--- src/rtl/prbs_bert_ctrl.sv ---
// prbs_bert_ctrl: sequences a PRBS loopback bit-error-rate test.
//   Resets the PRBS generator/checker, discards warm-up words, waits for the
//   checker to lock, measures bits/errors over a programmed window, and
//   reports the result.
// Ports:
//   clk, rst (async, active-low)  - clock and reset
//   start / abort                 - one-cycle control pulses
//   test_len [31:0]               - measurement length in words, 0 = until abort
//   chk_valid, chk_err [NBITS-1:0] - checker word strobe and error vector
//   prbs_rst, gen_en              - PRBS generator/checker control
//   busy, locked, done            - state indications
//   pass, sync_fail, aborted      - result flags
//   total_bits, error_bits [63:0] - saturating measurement sums
//   lock_loss [7:0]               - saturating lock-loss count
module prbs_bert_ctrl #(
    parameter int unsigned NBITS        = 8,
    parameter int unsigned RST_CYCLES   = 8,
    parameter int unsigned WARMUP_WORDS = 64,
    parameter int unsigned LOCK_WORDS   = 32,
    parameter int unsigned UNLOCK_WORDS = 4,
    parameter int unsigned SYNC_TIMEOUT = 65535
) (
    input  logic              clk,
    input  logic              rst,
    input  logic              start,
    input  logic              abort,
    input  logic [31:0]       test_len,
    input  logic              chk_valid,
    input  logic [NBITS-1:0]  chk_err,
    output logic              prbs_rst,
    output logic              gen_en,
    output logic              busy,
    output logic              locked,
    output logic              done,
    output logic              pass,
    output logic              sync_fail,
    output logic              aborted,
    output logic [63:0]       total_bits,
    output logic [63:0]       error_bits,
    output logic [7:0]        lock_loss
);

    typedef enum logic [2:0] {
        ST_IDLE,
        ST_RST,
        ST_WARMUP,
        ST_SYNC,
        ST_MEASURE,
        ST_DONE
    } state_t;

    state_t      r_state;
    logic        r_por;        // holds prbs_rst high until the first clock after reset
    logic [31:0] r_len;
    logic [31:0] r_phase;      // RST cycle count, then WARMUP beat count
    logic [31:0] r_run;        // consecutive clean beats in SYNC
    logic [31:0] r_sync_cyc;   // cycles spent in the current SYNC visit
    logic [31:0] r_err_run;    // consecutive errored beats in MEASURE
    logic [31:0] r_word_cnt;
    logic [63:0] r_total;
    logic [63:0] r_errors;
    logic [7:0]  r_lock_loss;
    logic        r_pass;
    logic        r_sync_fail;
    logic        r_aborted;

    logic        w_busy;
    logic        w_err;
    logic [63:0] w_pop;
    logic [64:0] w_tot_sum;
    logic [64:0] w_err_sum;
    logic [63:0] w_tot_nxt;
    logic [63:0] w_err_nxt;
    logic [31:0] w_word_nxt;
    logic        w_len_hit;
    logic        w_unlock;
    logic        w_lock;
    logic        w_timeout;

    always_comb begin
        w_pop = '0;
        for (int unsigned i = 0; i < NBITS; i++) begin
            w_pop = w_pop + 64'(chk_err[i]);
        end
    end

    assign w_busy     = (r_state != ST_IDLE) && (r_state != ST_DONE);
    assign w_err      = |chk_err;
    assign w_tot_sum  = {1'b0, r_total} + 65'(NBITS);
    assign w_err_sum  = {1'b0, r_errors} + {1'b0, w_pop};
    assign w_tot_nxt  = w_tot_sum[64] ? '1 : w_tot_sum[63:0];
    assign w_err_nxt  = w_err_sum[64] ? '1 : w_err_sum[63:0];
    assign w_word_nxt = r_word_cnt + 32'd1;
    assign w_len_hit  = (r_len != '0) && (w_word_nxt == r_len);
    assign w_unlock   = w_err && ((r_err_run + 32'd1) == UNLOCK_WORDS);
    assign w_lock     = chk_valid && !w_err && ((r_run + 32'd1) == LOCK_WORDS);
    assign w_timeout  = (r_sync_cyc == SYNC_TIMEOUT - 1);

    always_ff @(posedge clk or negedge rst) begin
        if (!rst) begin
            r_state     <= ST_IDLE;
            r_por       <= 1'b1;
            r_len       <= '0;
            r_phase     <= '0;
            r_run       <= '0;
            r_sync_cyc  <= '0;
            r_err_run   <= '0;
            r_word_cnt  <= '0;
            r_total     <= '0;
            r_errors    <= '0;
            r_lock_loss <= '0;
            r_pass      <= 1'b0;
            r_sync_fail <= 1'b0;
            r_aborted   <= 1'b0;
        end else begin
            r_por <= 1'b0;
            case (r_state)
                ST_IDLE, ST_DONE: begin
                    if (start) begin
                        r_total     <= '0;
                        r_errors    <= '0;
                        r_lock_loss <= '0;
                        r_pass      <= 1'b0;
                        r_sync_fail <= 1'b0;
                        r_aborted   <= 1'b0;
                        r_word_cnt  <= '0;
                        r_len       <= test_len;
                        r_phase     <= '0;
                        r_state     <= ST_RST;
                    end
                end
                ST_RST: begin
                    if (r_phase == RST_CYCLES - 1) begin
                        r_phase <= '0;
                        r_state <= ST_WARMUP;
                    end else begin
                        r_phase <= r_phase + 32'd1;
                    end
                end
                ST_WARMUP: begin
                    if (chk_valid) begin
                        if (r_phase == WARMUP_WORDS - 1) begin
                            r_run      <= '0;
                            r_sync_cyc <= '0;
                            r_state    <= ST_SYNC;
                        end else begin
                            r_phase <= r_phase + 32'd1;
                        end
                    end
                end
                ST_SYNC: begin
                    if (w_lock) begin
                        r_err_run <= '0;
                        r_state   <= ST_MEASURE;
                    end else if (w_timeout) begin
                        if (!abort) begin
                            r_sync_fail <= 1'b1;
                            r_pass      <= 1'b0;
                        end
                        r_state <= ST_DONE;
                    end else begin
                        r_sync_cyc <= r_sync_cyc + 32'd1;
                        if (chk_valid) begin
                            r_run <= w_err ? '0 : r_run + 32'd1;
                        end
                    end
                end
                ST_MEASURE: begin
                    if (chk_valid) begin
                        r_total    <= w_tot_nxt;
                        r_errors   <= w_err_nxt;
                        r_word_cnt <= w_word_nxt;
                        r_err_run  <= w_err ? r_err_run + 32'd1 : '0;
                        if (w_len_hit) begin
                            r_pass  <= (w_err_nxt == '0) && (w_tot_nxt != '0);
                            r_state <= ST_DONE;
                        end else if (w_unlock && !abort) begin
                            if (r_lock_loss != 8'hFF) begin
                                r_lock_loss <= r_lock_loss + 8'd1;
                            end
                            r_run      <= '0;
                            r_sync_cyc <= '0;
                            r_state    <= ST_SYNC;
                        end
                    end
                end
                default: r_state <= ST_IDLE;
            endcase

            // Abort overrides whatever transition the case chose, but any
            // MEASURE beat accumulated above in this cycle is kept.
            if (abort && w_busy) begin
                r_aborted <= 1'b1;
                r_pass    <= 1'b0;
                r_state   <= ST_DONE;
            end
        end
    end

    assign prbs_rst   = r_por || (r_state == ST_RST);
    assign gen_en     = (r_state == ST_WARMUP) || (r_state == ST_SYNC) || (r_state == ST_MEASURE);
    assign busy       = w_busy;
    assign locked     = (r_state == ST_MEASURE);
    assign done       = (r_state == ST_DONE);
    assign pass       = r_pass;
    assign sync_fail  = r_sync_fail;
    assign aborted    = r_aborted;
    assign total_bits = r_total;
    assign error_bits = r_errors;
    assign lock_loss  = r_lock_loss;

endmodule

--- config.mk ---
export PLATFORM = sky130hd
export DESIGN_NAME = prbs_bert_ctrl
export DESIGN_NICKNAME = d
export VERILOG_FILES = /design/src/rtl/prbs_bert_ctrl.sv
export SDC_FILE = /design/constraint.sdc
export NUM_CORES = 1
export LEC_CHECK = 0
export BUFFER_PORTS_ARGS = -buffer_cell sky130_fd_sc_hd__buf_2
export CORE_AREA = 2 2 229 231
export CTS_CLUSTER_DIAMETER = 200
export DETAILED_ROUTE_END_ITERATION = 6
export DIE_AREA = 0 0 231 233
export GPL_ROUTABILITY_DRIVEN = 0
export GPL_TIMING_DRIVEN = 0
export SLEW_MARGIN = 20
export SYNTH_ARGS = -nofsm -noshare
export SYNTH_HDL_FRONTEND = slang
export SYNTH_SLANG_ARGS = --single-unit
--- constraint.sdc ---
create_clock -name clk -period 5.9 [get_ports clk]
set_input_delay 0.295 -clock clk [delete_from_list [all_inputs] [get_ports clk]]
set_output_delay 0.295 -clock clk [all_outputs]
set_load 0.02 [all_outputs]
==> summary.md <==
| Metric | Value |
|---|---|
| Post-synth top flop | dfrtp_1 |
| Syn. warnings | 0 |
| Total Power | between 0.007 and 0.008 W |
| Worst r2r src | error_bits[0]$_DFFE_PN0P_ |
| Element type at the critical path end | flop |
| Final setup viols | 0 |
| Per-cell routed wire length | ~22 um |
| Vias per cell | between 6 and 7 |
| First-pass GRT wire length | 131000 um |
| Mapped cell area | 0.0229 mm^2 |
| Critical path required time | between 6 and 7 ns |
| Synth-to-layout area growth | 16.1% |
| # Post-CTS Setup Buffers | 0 |
| Slew headroom | 0.234 |
| IO Port Bufs | 187 |
| # rows | between 80 and 90 |
| Vias | approximately 24000 |
| Max clock buf depth | 3 |
| Unrepaired setup endpoints after global routing | no |
| Detailed-route wire length | approximately 85000 um |
| Post-route DRC | 0 |
| Critical Path Source Type | flop |
| Post-Place Worst Slack | -0.246 ns |
| Initial DRC Count | ~2600 |
| Netlist cell types | 93 |
| Flops & latches, synth | 335 |
| Initial antenna violation count | 1 |
| Commonest non-fill, non-tap cell in the layout | nand2_1 |
| Largest cells by area after synthesis | dfrtp_1 37%, o21ai_0 8.0%, nand2_1 7.2%, nor2_1 3.9%, a21oi_1 3.2% |
| Synth Instances | slightly below 3000 |
| HPWL Detailed | 61400 um |
| Nets | between 3000 and 4000 |
| Cts bufs inserted | 43 |
| Largest net degree at the start of global routing | 96 |
| Post-synth ARST share | 1.00 |
| Max-Cap Viols | 0 |
| Post-CTS Hold Fix Bufs | 33 |
| EDFF count, synth | 0 |
| Root Buffer | clkbuf_16 |
| Commonest cells after routing, fill and taps aside | 437 x nand2_1, 367 x o21ai_0, 334 x dfrtp_1 |
| Filler instances | a little under 5000 |
| Post-synthesis sequential area ratio | 0.367 |
| Core Area | just over 0.05 mm^2 |
| Setup TNS Final | 0 ns |
| Reg2reg path depth | 16 |
| CTS sink cnt | between 300 and 400 |
| Worst reg2reg path endpoint | pass$_DFFE_PN0P_ |
| Leak | approximately 11 nW |
| Final min period | 5.75 ns |
| TritonCTS clock tree | yes |
| Setup WS post-layout | roughly 0.15 ns |
| Antenna viol nets, final | 0 |
| Number of global-route vias before repair | roughly 23000 |
| Die span in y | around 230 um |
| I/O pin count | approximately 190 |
| Crit-path max FO | 10 |
| Worst Tran Pin Value | around 1.1 ns |
| Period utilisation layout | 0.974 |
| Skew final | between 0.02 and 0.025 ns |
| Util after Layout | 0.519 |
| Area of the die | ~0.054 mm^2 |
| Top cell type's share of synthesized area | 0.366 |
| Total track usage | 0.309 |
| Worst Hold Class | primary input to async pin |
| Initial Utilization | 0.447 |
| Status | finished clean |
| Critical path data arrival time | between 6 and 7 ns |
| Fmax | between 0.15 and 0.2 GHz |
| Reg-to-reg slack, setup | 0.15 ns |
| Multi-input logic area | around 0.013 mm^2 |
| Avg Inst Size Synth | 7.76 um^2 |
| Kind of critical path | flop to flop |
| Drt pass-1 iters | 6 |
| Clock latency on the worst-skew pair | approximately 0.6 ns |
| Grt ovf | 0 |
| Max Slew Vio Count | 0 |
| Fraction of layout cells with a size suffix above 1 | 0.110 |
| Leading area contributor after synthesis | dfrtp_1 |
| Cts repair resizes | 0 |
| Syn_nets | approximately 3000 |
| # H-tree levels | 2 |
| Die Span X | between 200 and 250 um |
| Peak VDD IR | 211 uV |
| Hold violation total from the final report | 0 |
| Register area | about 0.0084 mm^2 |
| Pwr/cell area | 287 mW/mm^2 |
| Diode count | 0 |
| Clk slew on worst S/H paths | approximately 0.060 ns |
[worst max-delay path by stage]
stage | cells past startpoint | end | startpoint
3_3_place_gp | 1 | r_len[7]$_DFFE_PN0P_ | rst
4_1_cts | 16 | pass$_DFFE_PN0P_ | error_bits[0]$_DFFE_PN0P_
6_report | 16 | pass$_DFFE_PN0P_ | error_bits[0]$_DFFE_PN0P_
5_1_grt | 16 | pass$_DFFE_PN0P_ | error_bits[0]$_DFFE_PN0P_
2_1_floorplan | 17 | pass$_DFFE_PN0P_ | chk_err[0]
3_5_place_dp | 18 | pass$_DFFE_PN0P_ | chk_err[0]
[cell type report]
type,instances,share of cell area
Buffer,190,0.0306
Clock inverter,10,0.00481
Sequential cell,335,0.316
Clock buffer,68,0.0495
Timing Repair Buffer,223,0.0512
Inverter,93,0.0132
Tap cell,680,0.0321
Multi-Input combinational cell,2328,0.503
[synthesized netlist by cell type (all sizes together), types with 9 or more instances]
cell type  instances
nand2            437
o21ai            378
dfrtp            334
nor2             241
clkbuf           155
a21oi            148
nand3            132
nand4            101
nor3             100
inv               93
nor4              80
xnor2             79
a31oi             74
o31ai             68
and3              56
xor2              50
a22o              34
buf               34
and4              31
or3               28
and2              24
nand2b            20
ha                17
mux2i             15
o41ai             14
or4               14
mux2              13
nor2b             13
a21o              12
o22ai             12
a211oi            11
nor3b             11
o21a              11
or2               11
nor4b              9
o211ai             9
[power by group]
| group | total [W] | internal, W | switching (W) |
|---|---|---|---|
| Combinational | 0.00213 | 0.000655 | 0.00148 |
| Sequential | 0.00275 | 0.00250 | 0.000259 |
| Clock | 0.00272 | 0.00165 | 0.00107 |
[registers in the layout, indices dropped and copies added (netlist names)]
signal / count
r_err_run: 32
r_sync_cyc: 32
r_phase: 32
total_bits: 64
sync_fail: 1
aborted: 1
pass: 1
r_word_cnt: 32
lock_loss: 8
r_por: 1
r_run: 32
r_len: 32
r_state: 3
error_bits: 64
[routing by layer]
layer  GRT usage  up-vias  routed length, um
li1            -    11300                  -
met4       0.143        2               3980
met3      0.0623      252               7470
met2       0.502     1144              38700
met5           0        -                 10
met1       0.398    11800              34500
[worst max-delay path, cell delays in order (launching register included)]
cell and delay [ns]:
dfrtp_1 0.38, inv_1 0.07, fa_1 0.52, fa_1 0.42, fa_1 0.41, inv_1 0.08
fa_1 0.23, a211o_1 0.16, o211ai_1 0.32, nor4_4 0.75, and4_1 0.39, nor2_1 0.11
or4_1 0.49, nor4_1 0.40, nand4_1 0.25, a311oi_1 0.44, mux2_2 0.23
[kinds of logic (layout without fill, tap and decap cells)]
group / count (synthesis) / after routing / share of synthesized area
multiplexers: 28 / 28 / 0.0130
XOR/XNOR: 129 / 129 / 0.0494
AND/OR/NAND/NOR: 1322 / 1322 / 0.286
other: 1 / 1 / 0.000164
AO/OA/AOI/OAI: 826 / 826 / 0.220
flip-flops: 335 / 335 / 0.367
buffers and inverters: 283 / 584 / 0.0508
adder cells (fa/ha/maj): 22 / 22 / 0.0137
[per-stage QoR]
stage | cells | hold WS, ns | cell area [um^2]
after floorplan | 2946 | -0.000591 | 22900
after global placement | 3813 | 0.464 | 24700
after detailed placement | 3816 | 0.290 | 24800
after CTS | 3927 | 0.246 | 26500
after global routing | 3927 | 0.277 | 26500
final | 3927 | 0.268 | 26500
Power figures use the tool's default switching activity.
